File: src/rtl/mem_access_unit.sv
// Load/store initiator for the data memory: handshakes requests from the pipeline, drives
// a combinational-read memory, and does read-modify-write for byte and halfword stores.
module mem_access_unit #(
    parameter int unsigned        AWIDTH    = 32,
    parameter int unsigned        DWIDTH    = 32,
    parameter logic [AWIDTH-1:0]  BASE_ADDR = 32'h01000000,
    parameter logic [AWIDTH-1:0]  MEM_BYTES = 32'h00100000
) (
    input  logic              clk,
    input  logic              rst,
    input  logic              req_valid_i,
    output logic              req_ready_o,
    input  logic [AWIDTH-1:0] req_addr_i,
    input  logic [DWIDTH-1:0] req_wdata_i,
    input  logic [2:0]        req_size_i,
    input  logic              req_store_i,
    output logic              resp_valid_o,
    input  logic              resp_ready_i,
    output logic [DWIDTH-1:0] resp_rdata_o,
    output logic              resp_err_o,
    output logic [AWIDTH-1:0] mem_addr_o,
    output logic [DWIDTH-1:0] mem_data_o,
    output logic [2:0]        mem_size_o,
    output logic              mem_read_en_o,
    output logic              mem_write_en_o,
    input  logic [DWIDTH-1:0] mem_data_i
);

    typedef enum logic [2:0] {
        StIdle,
        StLoad,
        StStore,
        StRmwRd,
        StRmwWr,
        StResp
    } state_e;

    localparam logic [AWIDTH:0] EndAddr = {1'b0, BASE_ADDR} + {1'b0, MEM_BYTES};

    state_e            state_q;
    logic [AWIDTH-1:0] addr_q;
    logic [DWIDTH-1:0] wdata_q;
    logic [2:0]        size_q;

    logic              req_err;
    logic [AWIDTH:0]   addr_last;
    logic [DWIDTH-1:0] merged;

    // The range check covers a full word from the request address, whatever the size.
    always_comb begin
        addr_last = {1'b0, req_addr_i} + (AWIDTH + 1)'(3);
        req_err   = 1'b0;
        if (req_size_i == 3'd3 || req_size_i == 3'd6 || req_size_i == 3'd7) req_err = 1'b1;
        if (req_store_i && req_size_i[2]) req_err = 1'b1;
        if (req_size_i[1:0] == 2'd1 && req_addr_i[0]) req_err = 1'b1;
        if (req_size_i == 3'd2 && req_addr_i[1:0] != 2'b00) req_err = 1'b1;
        if (req_addr_i < BASE_ADDR || addr_last >= EndAddr) req_err = 1'b1;
    end

    // Only SB (size 0) and SH (size 1) reach the read-modify-write path.
    always_comb begin
        merged = mem_data_i;
        if (!size_q[0]) begin
            unique case (addr_q[1:0])
                2'd0: merged[7:0]   = wdata_q[7:0];
                2'd1: merged[15:8]  = wdata_q[7:0];
                2'd2: merged[23:16] = wdata_q[7:0];
                2'd3: merged[31:24] = wdata_q[7:0];
                default: ;
            endcase
        end else if (addr_q[1]) begin
            merged[31:16] = wdata_q[15:0];
        end else begin
            merged[15:0] = wdata_q[15:0];
        end
    end

    always_ff @(posedge clk or negedge rst) begin
        if (!rst) begin
            state_q        <= StIdle;
            addr_q         <= '0;
            wdata_q        <= '0;
            size_q         <= '0;
            req_ready_o    <= 1'b1;
            resp_valid_o   <= 1'b0;
            resp_rdata_o   <= '0;
            resp_err_o     <= 1'b0;
            mem_addr_o     <= '0;
            mem_data_o     <= '0;
            mem_size_o     <= '0;
            mem_read_en_o  <= 1'b0;
            mem_write_en_o <= 1'b0;
        end else begin
            unique case (state_q)
                StIdle: begin
                    if (req_valid_i) begin
                        addr_q      <= req_addr_i;
                        wdata_q     <= req_wdata_i;
                        size_q      <= req_size_i;
                        req_ready_o <= 1'b0;
                        if (req_err) begin
                            resp_valid_o <= 1'b1;
                            resp_err_o   <= 1'b1;
                            resp_rdata_o <= '0;
                            state_q      <= StResp;
                        end else if (!req_store_i) begin
                            mem_read_en_o <= 1'b1;
                            mem_addr_o    <= req_addr_i;
                            mem_size_o    <= req_size_i;
                            state_q       <= StLoad;
                        end else if (req_size_i == 3'd2) begin
                            mem_write_en_o <= 1'b1;
                            mem_addr_o     <= req_addr_i;
                            mem_data_o     <= req_wdata_i;
                            mem_size_o     <= 3'd2;
                            state_q        <= StStore;
                        end else begin
                            mem_read_en_o <= 1'b1;
                            mem_addr_o    <= {req_addr_i[AWIDTH-1:2], 2'b00};
                            mem_size_o    <= 3'd2;
                            state_q       <= StRmwRd;
                        end
                    end
                end
                StLoad: begin
                    mem_read_en_o <= 1'b0;
                    resp_valid_o  <= 1'b1;
                    resp_rdata_o  <= mem_data_i;
                    state_q       <= StResp;
                end
                StStore: begin
                    mem_write_en_o <= 1'b0;
                    resp_valid_o   <= 1'b1;
                    resp_rdata_o   <= '0;
                    state_q        <= StResp;
                end
                StRmwRd: begin
                    mem_read_en_o  <= 1'b0;
                    mem_write_en_o <= 1'b1;
                    mem_data_o     <= merged;
                    state_q        <= StRmwWr;
                end
                StRmwWr: begin
                    mem_write_en_o <= 1'b0;
                    resp_valid_o   <= 1'b1;
                    resp_rdata_o   <= '0;
                    state_q        <= StResp;
                end
                StResp: begin
                    if (resp_ready_i) begin
                        resp_valid_o <= 1'b0;
                        resp_err_o   <= 1'b0;
                        resp_rdata_o <= '0;
                        req_ready_o  <= 1'b1;
                        state_q      <= StIdle;
                    end
                end
                default: state_q <= StIdle;
            endcase
        end
    end

endmodule

File: config.mk
export PLATFORM = sky130hd
export DESIGN_NAME = mem_access_unit
export DESIGN_NICKNAME = d
export VERILOG_FILES = /design/src/rtl/mem_access_unit.sv
export SDC_FILE = /design/constraint.sdc
export NUM_CORES = 1
export LEC_CHECK = 0
export CORE_ASPECT_RATIO = 1.1
export CORE_MARGIN = 10
export CORE_UTILIZATION = 48
export DETAILED_ROUTE_END_ITERATION = 7
export PLACE_DENSITY = 0.89
export SYNTH_ARGS = -nofsm -noshare
export SYNTH_HDL_FRONTEND = slang
export SYNTH_SLANG_ARGS = --single-unit
File: constraint.sdc
create_clock -name clk -period 3.82 [get_ports clk]
set_clock_uncertainty 0.05 [all_clocks]
set_input_delay 0.573 -clock clk [delete_from_list [all_inputs] [get_ports clk]]
set_output_delay 0.573 -clock clk [all_outputs]
set_load 0.005 [all_outputs]
==> impl_metrics.csv <==
group,metric,value,unit
clock_tree,cts.clk_slew.worst_paths,0.05,ns
grt,antenna_found_initial,0,
final_layout,layout.nets,776,
worst_setup_path,required,4.06,ns
logic_synthesis,synth-seq-cells,126,
clock_tree,post_cts_buffers,0,
logic_synthesis,ys_seq_area_share,58.0,%
worst_setup_path,crit_end,"mem_addr_o[18]",
sta,fin_crit,2.96,ns
floorplanning,ios,208,
drt,via_per_inst,5.98,
pwr,pwr_density_cell,546,nW/um2
final_layout,area_delta_synth_final,53.7,%
pwr,irDropWorstVdd,333,uV
clock_tree,cts-resized-gates,0,
floorplanning,fp-row-count,40,
logic_synthesis,synth_fp_nets,573,
clock_tree,cts.htree.levels,4,
worst_setup_path,startpoint,"req_addr_i[30]",
floorplanning,die-area,16000,um2
sta,post-route-period-util,77.5,%
flow_run,drv_cap,0,
drt,first_iter_violations,519,
floorplanning,start_util,49.4,%
floorplanning,die_x,122,um
drt,drt_pass1_iterations,6,
grt,grt_pass1_wl,29700,um
status,status,"completed",
worst_setup_path,rrSetupSlack,1.55,ns
sta,hold_viol_final,0,
sta,tightest_slew,1.00,ns
worst_setup_path,crit_path_start_kind,"primary input",
clock_tree,clock_latency,0.41,ns
place,gp_congestion,0.843,
worst_setup_path,crit_fanout,41,
drt,drt-total-wl,18900,um
clock_tree,cts_root_buf,"clkbuf_16",
logic_synthesis,syn_avg_cell_area,11.6,um2
drt,dr_total_vias,4975,
worst_setup_path,path_class,"primary input to register",
drt,drc_errors,0,
floorplanning,core_area,11000,um2
worst_setup_path,critPathTopFamily,"buffers and inverters",
sta,setup_viol,0,
grt,grt_max_degree,75,
worst_setup_path,slowest_delay,0.57,ns
place,port_buffers,207,
sta,slew_headroom,33.1,%
pwr,p_leak,3.63,nW
worst_setup_path,cpMaxStageDelayCell,"or4_1",
drt,post_drt_wl_per_cell,22.7,um
sta,fin_setup_tns,0,ns
clock_tree,cts_made_buffers,17,
clock_tree,clkSinkCount,126,
clock_tree,cts_buffer_depth,2,
logic_synthesis,yosys-top-cells-area,"dfrtp_1, mux2_2, a22o_1",
sta,final_max_slew_viol_count,0,
logic_synthesis,synth_area,5440,um2
worst_setup_path,critical_path_depth,6,
sta,max_freq,0.338,GHz
logic_synthesis,ys_types,41,
place,pre_cts_slack,0.454,ns
place,hpwlAfterDp,13500,um
worst_setup_path,r2r-end,"mem_addr_o[18]",
worst_setup_path,cp.arrival,3.20,ns
worst_setup_path,cp_num_buf_inv,2,
final_layout,diodes,0,
worst_setup_path,r2r.worst_path.cells,5,
grt,grt_pass1_vias,5327,
logic_synthesis,synth_top_area_share,57.5,%
logic_synthesis,yosysWarnings,0,
sta,setup_slack,0.861,ns
grt,grt_use_total,23.4,%
worst_setup_path,critPathCaptureType,"register",
worst_hold_path,hold_path.class,"primary input to asynchronous set/reset pin",
worst_setup_path,cp_cell_sequence,"clkdlybuf4s50_1, or4_1, a2111o_1, a211oi_4, buf_4, mux2_2",
floorplanning,die-height,132,um
drt,final_antenna_net_count,0,
clock_tree,ctsHoldBuffers,0,
final_layout,mostFrequentLayoutCells,"clkdlybuf4s50_1, dfrtp_1, a22o_1",
pwr,power.total,4.57,mW
clock_tree,cts_tree,"done",
logic_synthesis,synth_cells,469,
logic_synthesis,synth_largest_area_cell,"dfrtp_1",
final_layout,layout-drive-gt1-share,12.3,%
worst_setup_path,r2r-start,"state_q[1]",
final_layout,mostFrequentLayoutCell,"clkdlybuf4s50_1",
grt,grt-ovfl-total,0,
sta,rsz0062_at_grt,"false",
## registers in the layout, indices dropped and copies added (netlist names)
name            cells
resp_rdata_o       32
wdata_q            16
mem_size_o          3
mem_addr_o         32
mem_read_en_o       1
req_ready_o         1
mem_write_en_o      1
addr_q              2
mem_data_o         32
state_q             3
size_q              1
resp_err_o          1
resp_valid_o        1
## final cells by class
cell class	instances	area, um2
Sequential cell	126	3150
Fill cell	692	2650
Multi-Input combinational cell	306	2170
Timing Repair Buffer	215	2140
Clock buffer	17	425
Clock inverter	15	268
Tap cell	147	184
Inverter	6	22.5
## worst min path at each step
stage	startpoint	endpoint	slack, ns	depth (start not counted)
after detailed placement	mem_addr_o[24]	mem_addr_o[24]	0.41	1
after CTS	rst	mem_addr_o[24]	0.28	1
after floorplan	rst	addr_q[0]	0.23	0
after global routing	rst	mem_size_o[0]	0.30	1
after global placement	mem_addr_o[24]	mem_addr_o[24]	0.40	1
final	rst	mem_addr_o[31]	0.23	1
## Yosys cell counts (all sizes together)
cell	n
clkinv	1
and3	3
a21o	2
or3	1
nand3b	2
dfstp	1
a2bb2oi	1
nor2b	14
inv	5
or4	1
a211oi	4
buf	5
nand3	8
mux2i	8
nand4	6
a221o	16
nand2b	2
a22oi	1
or2	1
a2111oi	1
clkbuf	26
a22o	41
a2111o	2
o21ai	22
nand2	24
o22ai	1
a21oi	17
a221oi	14
nor2	35
dfrtp	125
xor2	1
and2	1
mux2	36
nor3	35
o211a	1
o41a	1
o311a	1
a311oi	2
nor4	1
## stage by stage
step / area [um2] / cells / utilization (%) / hold WS [ns]
6_report: 8360 / 832 / 76.0 / 0.234
5_1_grt: 8360 / 832 / 76.0 / 0.304
4_1_cts: 8360 / 832 / 76.0 / 0.278
3_5_place_dp: 7670 / 800 / 69.7 / 0.414
3_3_place_gp: 7670 / 800 / 69.7 / 0.405
2_1_floorplan: 5440 / 469 / - / 0.227
## where the power goes
group / leakage (nW) / total [mW] / internal, mW / switching (mW)
sequential: 1.63 / 1.73 / 1.52 / 0.215
combinational: 1.66 / 0.949 / 0.492 / 0.457
clock: 0.337 / 1.88 / 1.29 / 0.596
total: 3.63 / 4.57 / 3.30 / 1.27
## logic make-up (layout without fill, tap and decap cells)
kind of cell	Yosys count	count (layout)	synth area share (%)
mux	44	44	8.92
xor+xnor	1	1	0.161
buf+inv	37	253	2.67
compound gates	127	127	18.4
flops	126	126	58.0
simple gates	134	134	11.8
## routing by layer
metal | up-vias | share of wire (%) | global-route usage, % | wire (um)
met2 | 264 | 51 | 39.5 | 9590
met3 | 43 | 8.6 | 6.56 | 1630
met4 | 0 | 2.2 | 8.09 | 425
met5 | - | 0 | 0 | 0
met1 | 2501 | 38 | 27.8 | 7260
li1 | 2167 | - | - | -
Note: power is estimated with default switching activity, not from simulation.
